$ cat src/rtl/pwm_dac_pkg.sv
`default_nettype none
// ============================================================================
// Module   : pwm_dac_pkg
// Purpose  : Shared types and constants for the PWM audio DAC.
//            - state_t    : controller state (IDLE / RUN)
//            - DATA_W_DEFAULT : default sample width
//            - midscale() : half-scale duty value (the "silent" level)
// Revision : 1.0 - initial release
// ============================================================================
package pwm_dac_pkg;

    typedef enum logic [0:0] {
        IDLE = 1'b0,
        RUN  = 1'b1
    } state_t;

    localparam int DATA_W_DEFAULT = 8;

    // Duty value that gives a 50 % waveform, i.e. zero after AC coupling.
    function automatic int midscale(input int width);
        return 1 << (width - 1);
    endfunction

endpackage
`default_nettype wire

$ cat src/rtl/sample_fifo.sv
`default_nettype none
// ============================================================================
// Module   : sample_fifo
// Purpose  : Synchronous FIFO with registered full/empty flags and an
//            occupancy output. Read data is the current head (show-ahead).
// Ports    : clk, rst_n (async active-low)
//            push / wdata : write when push && !full
//            pop  / rdata : remove head when pop && !empty
//            full, empty  : registered status flags
//            level        : current occupancy, 0..DEPTH
// Revision : 1.0 - initial release
// ============================================================================
module sample_fifo #(
    parameter int WIDTH = 8,
    parameter int DEPTH = 4
) (
    input  logic                     clk,
    input  logic                     rst_n,
    input  logic                     push,
    input  logic [WIDTH-1:0]         wdata,
    input  logic                     pop,
    output logic [WIDTH-1:0]         rdata,
    output logic                     full,
    output logic                     empty,
    output logic [$clog2(DEPTH):0]   level
);
    localparam int AW = $clog2(DEPTH);
    localparam int LW = AW + 1;

    logic [WIDTH-1:0] r_mem [DEPTH];
    logic [AW-1:0]    r_wr_ptr;
    logic [AW-1:0]    r_rd_ptr;
    logic [LW-1:0]    r_level;
    logic [LW-1:0]    w_level_nxt;
    logic             r_full;
    logic             r_empty;
    logic             w_do_push;
    logic             w_do_pop;

    assign w_do_push = push && !r_full;
    assign w_do_pop  = pop && !r_empty;

    always_comb begin
        w_level_nxt = r_level;
        case ({w_do_push, w_do_pop})
            2'b10:   w_level_nxt = r_level + LW'(1);
            2'b01:   w_level_nxt = r_level - LW'(1);
            default: w_level_nxt = r_level;
        endcase
    end

    // Storage needs no reset; validity is tracked by the pointers.
    always_ff @(posedge clk) begin
        if (w_do_push) begin
            r_mem[r_wr_ptr] <= wdata;
        end
    end

    // DEPTH is a power of two, so the pointers wrap naturally.
    always_ff @(posedge clk or negedge rst_n) begin
        if (!rst_n) begin
            r_wr_ptr <= '0;
            r_rd_ptr <= '0;
            r_level  <= '0;
            r_full   <= 1'b0;
            r_empty  <= 1'b1;
        end else begin
            if (w_do_push) begin
                r_wr_ptr <= r_wr_ptr + AW'(1);
            end
            if (w_do_pop) begin
                r_rd_ptr <= r_rd_ptr + AW'(1);
            end
            r_level <= w_level_nxt;
            r_full  <= (w_level_nxt == LW'(DEPTH));
            r_empty <= (w_level_nxt == '0);
        end
    end

    assign rdata = r_mem[r_rd_ptr];
    assign full  = r_full;
    assign empty = r_empty;
    assign level = r_level;

endmodule
`default_nettype wire

$ cat src/rtl/pwm_dac.sv
`default_nettype none
// ============================================================================
// Module   : pwm_dac
// Purpose  : Audio sample sink. Buffers unsigned samples in a small FIFO and
//            plays one sample per PWM period (2^DATA_W ticks) as a duty cycle
//            on pwm_out. When starved the previous duty is held.
// Ports    : clk, rst_n (async active-low)
//            en            : run enable (0 = idle, output low)
//            sample_in/_valid/_ready : sample handshake, ready = !full
//            pwm_out       : registered PWM bit
//            underrun      : one-cycle pulse, period boundary found FIFO empty
//            fifo_level    : FIFO occupancy
// Options  : PWM_DAC_MUTE_ON_UNDERRUN_EN - on underrun load midscale instead
//            of holding the last duty.
// Revision : 1.0 - initial release
// ============================================================================
module pwm_dac
    import pwm_dac_pkg::*;
#(
    parameter int DATA_W     = DATA_W_DEFAULT,
    parameter int FIFO_DEPTH = 4,
    parameter int PRESCALE   = 1
) (
    input  logic                          clk,
    input  logic                          rst_n,
    input  logic                          en,
    input  logic [DATA_W-1:0]             sample_in,
    input  logic                          sample_valid,
    output logic                          sample_ready,
    output logic                          pwm_out,
    output logic                          underrun,
    output logic [$clog2(FIFO_DEPTH):0]   fifo_level
);
    localparam int PRE_W = (PRESCALE > 1) ? $clog2(PRESCALE) : 1;
    localparam logic [DATA_W-1:0] c_ctr_max  = '1;
    localparam logic [PRE_W-1:0]  c_pre_last = PRE_W'(PRESCALE - 1);

    state_t              r_state;
    state_t              w_state_nxt;
    logic                r_first;
    logic [PRE_W-1:0]    r_pre_ctr;
    logic [DATA_W-1:0]   r_pwm_ctr;
    logic [DATA_W-1:0]   r_duty;
    logic                r_pwm;

    logic                w_tick;
    logic                w_boundary;
    logic                w_full;
    logic                w_empty;
    logic [DATA_W-1:0]   w_head;
    logic [DATA_W-1:0]   w_new_duty;
    logic [DATA_W:0]     w_ctr_inc;

    sample_fifo #(
        .WIDTH (DATA_W),
        .DEPTH (FIFO_DEPTH)
    ) u_fifo (
        .clk   (clk),
        .rst_n (rst_n),
        .push  (sample_valid),
        .wdata (sample_in),
        .pop   (w_boundary),
        .rdata (w_head),
        .full  (w_full),
        .empty (w_empty),
        .level (fifo_level)
    );

    assign w_tick = (r_pre_ctr == c_pre_last);

    // The first RUN cycle forces a boundary so the first sample plays at
    // once instead of waiting a whole period. en=0 suppresses boundaries so
    // nothing is popped on the way back to IDLE.
    assign w_boundary = (r_state == RUN) && en &&
                        (r_first || (w_tick && (r_pwm_ctr == c_ctr_max)));

`ifdef PWM_DAC_MUTE_ON_UNDERRUN_EN
    localparam logic [DATA_W-1:0] c_midscale = DATA_W'(midscale(DATA_W));
    assign w_new_duty = w_empty ? c_midscale : w_head;
`else
    assign w_new_duty = w_empty ? r_duty : w_head;
`endif

    // One bit wider so the max counter value + 1 does not wrap to zero.
    assign w_ctr_inc = {1'b0, r_pwm_ctr} + (DATA_W + 1)'(1);

    always_ff @(posedge clk or negedge rst_n) begin
        if (!rst_n) begin
            r_state <= IDLE;
        end else begin
            r_state <= w_state_nxt;
        end
    end

    always_comb begin
        w_state_nxt = r_state;
        case (r_state)
            IDLE: if (en)  w_state_nxt = RUN;
            RUN:  if (!en) w_state_nxt = IDLE;
        endcase
    end

    always_ff @(posedge clk or negedge rst_n) begin
        if (!rst_n) begin
            r_first   <= 1'b0;
            r_pre_ctr <= '0;
            r_pwm_ctr <= '0;
            r_duty    <= '0;
            r_pwm     <= 1'b0;
        end else if ((r_state != RUN) || !en) begin
            // Idle, or leaving RUN: silence and park all counters at zero.
            r_first   <= (r_state == IDLE) && en;
            r_pre_ctr <= '0;
            r_pwm_ctr <= '0;
            r_duty    <= '0;
            r_pwm     <= 1'b0;
        end else begin
            r_first   <= 1'b0;
            r_pre_ctr <= w_tick ? '0 : r_pre_ctr + PRE_W'(1);
            if (w_boundary) begin
                r_pwm_ctr <= '0;
                r_duty    <= w_new_duty;
                r_pwm     <= (w_new_duty != '0);
            end else if (w_tick) begin
                r_pwm_ctr <= w_ctr_inc[DATA_W-1:0];
                r_pwm     <= (w_ctr_inc < {1'b0, r_duty});
            end
        end
    end

    assign sample_ready = !w_full;
    assign pwm_out      = r_pwm;
    assign underrun     = w_boundary && w_empty;

endmodule
`default_nettype wire

$ cat config.mk
export PLATFORM = sky130hd
export DESIGN_NAME = pwm_dac
export DESIGN_NICKNAME = d
export VERILOG_FILES = /design/src/rtl/pwm_dac_pkg.sv /design/src/rtl/sample_fifo.sv /design/src/rtl/pwm_dac.sv
export SDC_FILE = /design/constraint.sdc
export NUM_CORES = 1
export LEC_CHECK = 0
export ABC_AREA = 1
export CAP_MARGIN = 20
export CORE_ASPECT_RATIO = 0.75
export CORE_MARGIN = 1.5
export CORE_UTILIZATION = 55
export CTS_BUF_LIST = sky130_fd_sc_hd__clkbuf_4 sky130_fd_sc_hd__clkbuf_8
export DETAILED_ROUTE_END_ITERATION = 7
export DONT_BUFFER_PORTS = 1
export PLACE_DENSITY = 0.7
export SYNTH_ARGS = -nofsm -noshare
export SYNTH_HDL_FRONTEND = slang
export SYNTH_SLANG_ARGS = --single-unit
$ cat constraint.sdc
create_clock -name clk -period 2.77 [get_ports clk]
set_input_delay 0.277 -clock clk [delete_from_list [all_inputs] [get_ports clk]]
set_output_delay 0.277 -clock clk [all_outputs]
set_load 0.05 [all_outputs]
Word-level counts from Yosys, hierarchy flattened
Memory sizes are Yosys's and may differ from the RTL's.
Index checks and enable logic that the tools add are counted.
Storage, ports and cells
  RAM bits: 32
  register bits: 29
  input bits: 12
  word-level logic and storage cells: 57
  output and inout bits: 6
  memories kept: 1
Memory list
  u_fifo.r_mem: depth 4, width 8, rd ports 1, clocked after Yosys merged registers in 0, wr ports 1, RTL line sample_fifo.sv:30  | logic [WIDTH-1:0] r_mem [DEPTH];
Cells by class
  muxes and demuxes: 16
  add/sub/neg operators: 6
  $lt $le $gt $ge: 1
  bitwise operators: 2
  equality and inequality tests: 5
  reduce and logical (&&, ||, !) cells: 15
Operators by type and width (count)
  8-bit 2-to-1 mux: 6
  8-bit by 1-bit adder with 9-bit output, second input constant: 1
  9-bit by 8-bit less-than comparator with 1-bit output: 1
  1-bit 2-to-1 mux: 9
  8-bit equality test, second input constant: 1
  8-bit nonzero test: 1
  1-bit logical AND: 7
  3-bit case mux with 2 select lines: 1
  2-bit by 1-bit adder with 2-bit output, second input constant: 2
  3-bit by 1-bit adder with 3-bit output, second input constant: 1
  3-bit equality test, second input constant: 1
  1-bit zero test: 3
  3-bit zero test: 1
  3-bit by 1-bit != test with 1-bit output, second input constant: 1
  3-bit by 1-bit subtractor with 3-bit output, second input constant: 1
  2-bit by 1-bit equality test with 1-bit output, second input constant: 1
  2-bit equality test, second input constant: 1
  1-bit logical OR: 2
  1-bit NOT: 2
  2-bit nonzero test: 1
  1-bit adder, second input constant: 1

Logic depth before layout (Yosys ltp)
Gate-level depths: netlist of run 1.
  depth in word-level cells: 8
  depth in mapped cells: 14
  depth with buffers taken out: 14

Hierarchy
A second synthesis of run 1 with hierarchy kept.
Second synthesis, totals
  cell total of the unflattened synthesis: 266
  area total of the unflattened synthesis: 2870.3 um^2
Modules (own cells, without submodules)
  sample_fifo: cells each 133, seq. area each 1187.4 um^2, instances 1, area each 1775.5 um^2
  pwm_dac: cells each 133, seq. area each 475.5 um^2, instances 1, area each 1094.8 um^2

Worst setup path before layout of run 1
OpenSTA, ideal clock, no wires.
  path kind: register to register
  start point: register r_pwm_ctr[0]
  end point: register u_fifo.r_full, in the netlist u_fifo.full
  library setup time: 71 ps
  clock period less this slack: 2416 ps
  buffers on the path: 0
  stages on the path, launching flop included: 13
  data arrival time: 2345 ps
  slack: 354 ps
  cell sequence: dfrtp_1 > ha_1 > nand3_2 > nor2_2 > nand4_2 > nand2_1 > nand2_2 > nor2_4 > ha_1 > fa_1 > mux2_2 > or2_2 > nor2_1
On the way
  word-level cells in the longest chain between the ends: 8
  elaborated cells on any way between the ends: 9
  classes of those cells: 4 x eq/ne; 1 x mux; 4 x reduce/logical
RTL lines
  start: declaration: RTL line pwm_dac.sv:42  | logic [DATA_W-1:0] r_pwm_ctr;
  start signal: assignment: RTL line pwm_dac.sv:125  | r_pwm_ctr <= w_ctr_inc[DATA_W-1:0];
  8-bit equality test (*): RTL line pwm_dac.sv:75  | (r_first || (w_tick && (r_pwm_ctr == c_ctr_max)));
  1-bit logical AND (*): RTL line pwm_dac.sv:75
  1-bit logical OR (*): RTL line pwm_dac.sv:75
  1-bit logical AND (*): RTL line pwm_dac.sv:74  | assign w_boundary = (r_state == RUN) && en &&
  1-bit logical AND (*): RTL line sample_fifo.sv:41  | assign w_do_pop = pop && !r_empty;
  2-bit by 1-bit equality test with 1-bit output or 2-bit equality test (tied branches): RTL line sample_fifo.sv:45  | case ({w_do_push, w_do_pop})
  3-bit case mux with 2 select lines (*): RTL line sample_fifo.sv:45
  net u_fifo.w_level_nxt[1]: RTL line sample_fifo.sv:34  | logic [LW-1:0] w_level_nxt;
  3-bit equality test (*): RTL line sample_fifo.sv:75  | r_full <= (w_level_nxt == LW'(DEPTH));
  end signal: assignment: RTL line sample_fifo.sv:75
  end: declaration: RTL line sample_fifo.sv:35  | logic r_full;
Mark *: on every way through the listed nets, which the timed path passes. The rest lies on a longest branch.
A chain may end at the register's enable or synchronous reset.

Worst setup path in the final report of run 1
Ends and elaborated chain as after synthesis.

==> results of run 1 <==
-- metal layers --
layer  routed length, um  global-route usage (%)  vias to the layer above
li1                    -                       -                      946
met4                  38                    6.05                        0
met3                 276                    8.61                        5
met2                2040                    29.1                       40
met5                   0                       0                        -
met1                2370                    25.6                      839
-- critical path, delay by kind of cell, from the launching register on --
kind | cells | cell delay [ns]
DFF | 1 | 0.37
muxes | 1 | 0.28
and+or+nand+nor | 8 | 1.04
adders and majority gates | 3 | 0.84
-- what timing repair did --
action	4_1_cts	5_1_grt
hold endpoints to repair	29	0
setup buffers	0	1
setup endpoints to repair	0	2
gates resized for setup	0	3
hold buffers	3	0
-- final timing paths --
kind / slack (ns) / end / from
max: 0.16 / u_fifo.full$_DFF_PN0_ / r_pwm_ctr[0]$_DFF_PN0_
min: 0.03 / u_fifo.r_mem[1][1]$_DFFE_PP_ / sample_in[1]
max reg2reg: 0.16 / u_fifo.full$_DFF_PN0_ / r_pwm_ctr[0]$_DFF_PN0_
min reg2reg: 0.42 / r_first$_DFF_PN0_ / r_state$_DFF_PN0_
max in group asynchronous: 2.16 / u_fifo.empty$_DFF_PN1_ / rst_n
min in group asynchronous: 0.37 / r_duty[1]$_DFFE_PN0P_ / rst_n
-- cells by family (layout without fill, tap and decap cells) --
family	after synthesis	after routing	share of synthesized area (%)
multiplexers	1	1	0.390
buffers and inverters	64	81	10.4
AO/OA/AOI/OAI	14	14	2.77
adder cells (fa/ha/maj)	14	14	6.32
AND/OR/NAND/NOR	131	131	19.5
flip-flops	60	60	57.5
XOR/XNOR	10	10	3.03
-- stage by stage --
step / util, % / instances / setup slack, ns / hold slack, ns
4_1_cts: 64.0 / 382 / 0.0646 / 0.0153
3_5_place_dp: 58.7 / 363 / 0.0872 / -0.0179
3_3_place_gp: 58.7 / 363 / 0.219 / -0.0178
6_report: 64.3 / 383 / 0.156 / 0.0322
5_1_grt: 64.3 / 383 / 0.00503 / 0.00403
2_1_floorplan: - / 294 / 0.354 / -0.0186
-- cell type report --
type	instances	area, sq um
clock buffers	15	194
clock inverters	1	30.0
fillers	394	1780
inverters	57	214
multi-input cells	170	936
flip-flops and latches	60	1660
well taps	72	90.1
repair buffers	8	77.6
-- cells in the mapped netlist, drive strengths merged, types with 2 or more instances --
library cell / instances / area, sq um
buf: 4 / 46.3
o22ai: 8 / 50.1
inv: 56 / 210
xnor2: 2 / 17.5
xor2: 8 / 70.1
ha: 13 / 163
nand3: 26 / 140
dfrtp: 27 / 676
nand2: 79 / 299
edfxtp: 32 / 961
clkbuf: 3 / 41.3
a21oi: 5 / 25.0
nor2: 22 / 92.6
-- state kept, by name (all words and copies together) (netlist names) --
| name | flops |
|---|---|
| u_fifo.full | 1 |
| r_state | 1 |
| u_fifo.empty | 1 |
| r_duty | 8 |
| u_fifo.r_mem | 32 |
| u_fifo.level | 3 |
| u_fifo.r_wr_ptr | 2 |
| r_first | 1 |
| r_pwm_ctr | 8 |
| pwm_out | 1 |
| u_fifo.r_rd_ptr | 2 |
-- power by group --
group / internal, mW / total (mW) / leakage [nW] / switching, mW
logic: 0.265 / 0.754 / 0.779 / 0.489
registers: 1.11 / 1.32 / 0.658 / 0.208
clock network: 0.534 / 0.852 / 0.117 / 0.317
total: 1.91 / 2.93 / 1.55 / 1.01
==> summary.md, run 1 <==
| Metric | Value |
|---|---|
| Fin crit period | 2.61 ns |
| Final Hold Viols | 0 |
| # setup viols final | 0 |
| Maxcap violations | 0 |
| Critical path class | reg -> reg |
| Most common flop cell mapped by yosys | edfxtp_1 |
| Unrepaired setup endpoints after global routing | no |
| DR pass1 iterations | 4 |
| Die ar. | 5700 sq um |
| Number of synthesized flops with an enable pin | 32 |
| Post-synth ARST share | 46.7% |
| Final Instance Area | 3200 sq um |
| Area delta synth->final | 10.9% |
| Hold Path Class | in -> reg |
| Power per cell area | 913 nW/um^2 |
| Via Count | 1,830 |
| Rows | 22 |
| Initial DRC Count | 110 |
| Critical Path AT | 2.88 ns |
| Number of max-slew violations in the final report | 0 |
| Sink Count | 60 |
| Worst skew pair latency | 0.34 ns |
| Library cells used by synthesis | 29 |
| H-tree depth | 3 |
| Initial antenna violation count | 0 |
| Worst slew pin tran | 0.808 ns |
| Detail Placement HPWL | 3260 um |
| Worst Reg-to-Reg Cells | 12 |
| Largest net degree at the start of global routing | 29 |
| Total Neg Setup Slack | 0 ns |
| Most frequent cells in the layout | 78 x nand2_1, 54 x inv_1, 32 x edfxtp_1 |
| Initial Util | 58.0% |
| Mean Syn Cell Area | 9.83 sq um |
| Rel. slew slack | 45.9% |
| First-pass GRT wire length | 8020 um |
| Antenna viol nets, final | 0 |
| Total power | 2.93 mW |
| Sequential fraction of the synthesis area | 57.5% |
| Final antenna diode count | 0 |
| Peak VDD IR | 0.000714 V |
| DIE WIDTH | 86.7 um |
| Synthesis-stage register bit count | 60 |
| Global placement routability congestion | 0.753 |
| Final period utilization | 94.4% |
| Slowest cell on the critical path | fa_1 |
| Post-Syn Instances | 294 |
| Via density | 4.78 |
| Clk slew on worst S/H paths | 0.07 ns |
| Outcome | finished, final reports clean |
| Crit path required time | 3.03 ns |
| CTS Buffer Depth | 2 |
| Commonest non-fill, non-tap cell in the layout | nand2_1 |
| Drt total wl | 4720 um |
| CTS tree | yes |
| Post-synth net total | 320 |
| Cell Area, Synth | 2890 sq um |
| Global route overflow | 0 |
| Die Height | 65.8 um |
| # nets final | 332 |
| CORE AREA | 4980 sq um |
| Max incr delay on CP | 0.42 ns |
| Fraction of layout instances using a drive strength above 1 | 11.3% |
| Lkg Pwr | 1.55 nW |
| Port Buf Inserts | 0 |
| Vias in the first global route | 1,738 |
| Gr usage total | 19.5% |
| # IOs | 18 |
| Hold path depth | 0 |
| Num CTS Buffers | 9 |
| Ys Warns | 0 |
| Critical path, cell by cell | ha_2 -> nand3_2 -> nor2_4 -> nand4_2 -> nand2_1 -> nand2_2 -> nor2_4 -> ha_2 -> fa_1 -> mux2_2 -> or2_2 -> nor2_1 |
| Skew final | 0.00945 ns |
| Root Buffer | clkbuf_8 |
| WL/cell | 12.3 um |
| Setup crit start kind | flop |
| Critical path capture point type | flop |
| DRC | 0 |
| Post-DP Area | 2920 sq um |
| FMAX | 383 MHz |
| Worst-path fanout max | 4 |
(Power assumes the default switching activity.)
==> inputs of run 2 (changes only) <==
--- a/config.mk
+++ b/config.mk
@@ -11,9 +11,11 @@
 export CORE_MARGIN = 1.5
 export CORE_UTILIZATION = 55
 export CTS_BUF_LIST = sky130_fd_sc_hd__clkbuf_4 sky130_fd_sc_hd__clkbuf_8
+export CTS_CLUSTER_DIAMETER = 80
 export DETAILED_ROUTE_END_ITERATION = 7
 export DONT_BUFFER_PORTS = 1
 export PLACE_DENSITY = 0.7
+export SLEW_MARGIN = 20
 export SYNTH_ARGS = -nofsm -noshare
 export SYNTH_HDL_FRONTEND = slang
 export SYNTH_SLANG_ARGS = --single-unit
==> results of run 2 <==
No change in the layout: final DEF, timing and power equal those of run 1.
==> inputs of run 3 (changes only) <==
--- a/config.mk
+++ b/config.mk
@@ -9,12 +9,12 @@
 export CAP_MARGIN = 20
 export CORE_ASPECT_RATIO = 0.75
 export CORE_MARGIN = 1.5
-export CORE_UTILIZATION = 55
+export CORE_UTILIZATION = 35
 export CTS_BUF_LIST = sky130_fd_sc_hd__clkbuf_4 sky130_fd_sc_hd__clkbuf_8
 export CTS_CLUSTER_DIAMETER = 80
 export DETAILED_ROUTE_END_ITERATION = 7
 export DONT_BUFFER_PORTS = 1
-export PLACE_DENSITY = 0.7
+export MAX_ROUTING_LAYER = met4
 export SLEW_MARGIN = 20
 export SYNTH_ARGS = -nofsm -noshare
 export SYNTH_HDL_FRONTEND = slang
==> run 3 against run 2 <==
  * Cell area grew 4.2%
  * Clock-buffer cell count decreased by 6
  * Maximum frequency grew 1.9%
  * Global-route usage fell by 5.1 points
  * Clock power grew 15%
  * Non-clock buffer count grew 7
  * Register-to-register slack improved by 0.05 ns
  * Sequential share of layout area fell by 2.1 points
  * Core utilization decreased by 22 points
  * Critical path depth unchanged
  * Combinational power rose by 6.5%
  * Largest cell class unchanged
==> summary.md, run 3 (same netlist as run 1, synthesis figures left out) <==
| Metric | Value |
|---|---|
| Worst skew pair latency | 0.35 ns (about the same) |
| Skew final | 0.0124 ns (+0.00296 ns) |
| Fraction of layout instances using a drive strength above 1 | 11.9% (+0.70 points) |
| Final period utilization | 92.6% (-1.8 points) |
| DRC | 0 (unchanged) |
| Outcome | finished, final reports clean |
| Total Neg Setup Slack | 0 ns (unchanged) |
| DR pass1 iterations | 4 (unchanged) |
| Drt total wl | 5210 um (+10%) |
| Final Hold Viols | 0 (unchanged) |
| Hold EP | u_fifo.r_mem[1][6]$_DFFE_PP_ |
| Uppermost layer routed | met4 |
| First-pass GRT wire length | 8920 um (+11%) |
| Worst-path fanout max | 4 (unchanged) |
| Number of max-slew violations in the final report | 0 (unchanged) |
| # nets final | 339 (+2.1%) |
| Reg-to-reg setup timing slack | 0.21 ns (+0.05 ns) |
| DR WL met2 | 2190 um (+7.6%) |
| Worst slew pin tran | 0.747 ns (-0.0618 ns) |
| Hold path depth | 0 (unchanged) |
| CORE AREA | 7950 sq um (+60%) |
| WL/cell | 12.3 um (about the same) |
| Critical Path AT | 2.84 ns (-0.04 ns) |
| Detail Placement HPWL | 3450 um (+6.0%) |
| Fin crit period | 2.56 ns (-0.0490 ns) |
| Met3 wire len | 330 um (+20%) |
| Final antenna diode count | 0 (unchanged) |
| Worst Reg-to-Reg Cells | 12 (unchanged) |
| Largest net degree at the start of global routing | 29 (unchanged) |
| DIE WIDTH | 108 um (+24%) |
| Top Registers | u_fifo.r_mem: 32 flops, r_duty: 8 flops, r_pwm_ctr: 8 flops |
| Worst r2r src | r_pwm_ctr[0]$_DFF_PN0_ |
| Setup crit start kind | flop |
| Initial Util | 36.3% (-22 points) |
| Register area | 1660 sq um (unchanged) |
| Power per cell area | 921 nW/um^2 (+0.89%) |
| Rel. slew slack | 50.0% (+4.1 points) |
| Maxcap violations | 0 (unchanged) |
| Gr usage total | 14.3% (-5.1 points) |
| Root Buffer | clkbuf_8 |
| Sink Count | 60 (unchanged) |
| Rows | 28 (+27%) |
| Crit path required time | 3.04 ns (about the same) |
| Number of flip-flops in the largest register | 32 (unchanged) |
| Num CTS Buffers | 9 (unchanged) |
| Die ar. | 8820 sq um (+55%) |
| Fill count | 756 (+92%) |
| Peak VDD IR | 0.000556 V (-22%) |
| # IOs | 18 (unchanged) |
| Area delta synth->final | 15.5% |
| Final worst-path setup slack | 0.205 ns (+0.0490 ns) |
| Lkg Pwr | 1.59 nW (+2.6%) |
| Global placement routability congestion | 0.736 (-2.3%) |
| Most frequent cells in the layout | 78 x nand2_1, 54 x inv_1, 32 x edfxtp_1 |
| Wl on met1 | 2620 um (+11%) |
| Area of the multi-input gates | 941 sq um (+0.53%) |
| Die Height | 81.7 um (+24%) |
| Vias in the first global route | 1,867 (+7.4%) |
| Via Count | 1,854 (+1.3%) |
| # setup viols final | 0 (unchanged) |
| CTS tree | yes |
| Initial DRC Count | 97 (-12%) |
| Antenna viol nets, final | 0 (unchanged) |
| CTS Buffer Depth | 2 (unchanged) |
| RR Endpoint | u_fifo.full$_DFF_PN0_ |
| FMAX | 390 MHz (+1.9%) |
| Pre-CTS setup slack | 0.120 ns (+0.0329 ns) |
| Clk slew on worst S/H paths | 0.08 ns (about the same) |
| Unrepaired setup endpoints after global routing | no |
| Hold Path Class | in -> reg |
| Port Buf Inserts | 0 (unchanged) |
| Global route overflow | 0 (unchanged) |
| Commonest non-fill, non-tap cell in the layout | nand2_1 |
| Most flops, register | u_fifo.r_mem |
| Worst Hold Launch | sample_in[6] |
| H-tree depth | 3 (unchanged) |
| Via density | 4.38 (-8.3%) |
| Initial antenna violation count | 0 (unchanged) |
| Critical path capture point type | flop |
| Critical path class | reg -> reg |
==> run 3: changes by cell type in the layout (fill, tap and decap cells not counted), sizes merged <==
| cell | delta |
|---|---|
| buf | +3 |
| bufinv | +2 |
| clkbuf | -6 |
| clkinv | +4 |
| dlygate4sd3 | +4 |
==> run 3: power breakdown <==
part           internal (mW)  total, mW  leakage, nW  switching [mW]
Clock                  0.603      0.977        0.124           0.374
Sequential              1.11       1.29        0.658           0.185
Combinational          0.284      0.803        0.812           0.519
==> run 3: worst max path at each step <==
stage / start / end / depth (start not counted)
floorplan: r_pwm_ctr[0]$_DFF_PN0_ / u_fifo.full$_DFF_PN0_ / 12
global placement: r_pwm_ctr[0]$_DFF_PN0_ / u_fifo.full$_DFF_PN0_ / 12
detailed placement: r_pwm_ctr[0]$_DFF_PN0_ / u_fifo.full$_DFF_PN0_ / 12
CTS: r_pwm_ctr[0]$_DFF_PN0_ / u_fifo.full$_DFF_PN0_ / 12
global route: r_pwm_ctr[0]$_DFF_PN0_ / u_fifo.full$_DFF_PN0_ / 12
finish: r_pwm_ctr[0]$_DFF_PN0_ / u_fifo.full$_DFF_PN0_ / 12
==> run 3: through the flow <==
step / hold WS (ns) / instances / cell area (sq um) / power [mW] / util (%)
after floorplan: -0.0186 / 294 / 2890 / 1.96 / -
after global placement: -0.0176 / 399 / 2990 / 2.09 / 37.6
after detailed placement: -0.0178 / 399 / 2990 / 2.10 / 37.6
final: 0.0266 / 423 / 3340 / 3.07 / 42.0
after global routing: 0.000104 / 423 / 3340 / 3.29 / 42.0
after CTS: 0.00474 / 418 / 3280 / 3.10 / 41.2
==> run 3: final cells by class <==
cell class,count,share of cell area (%)
clock buffers,9,3.71
clock inverters,7,3.75
inverters,57,6.41
multi-input cells,170,28.2
flip-flops and latches,60,49.8
well taps,105,3.94
repair buffers,15,4.20
==> run 3: timing repair <==
item,4_1_cts,5_1_grt
resized for setup,0,3
setup buffers,0,1
endpoints found under the setup margin,0,2
hold buffers,3,4
endpoints found under the hold margin,29,13
==> run 3: critical path, stage by stage (launching register included) <==
cell     delay [ns]
dfrtp_1        0.39
ha_2           0.21
nand3_2        0.10
nor2_2         0.13
nand4_2        0.11
nand2_1        0.09
nand2_2        0.07
nor2_4         0.15
ha_4           0.16
fa_1           0.40
mux2_2         0.28
or2_2          0.29
nor2_1         0.12
==> run 3: layer usage <==
metal | vias up | track usage (%)
li1 | 963 | -
met1 | 849 | 18.3
met2 | 36 | 20.2
met3 | 6 | 5.79
met4 | 0 | 5.92
met5 | - | -
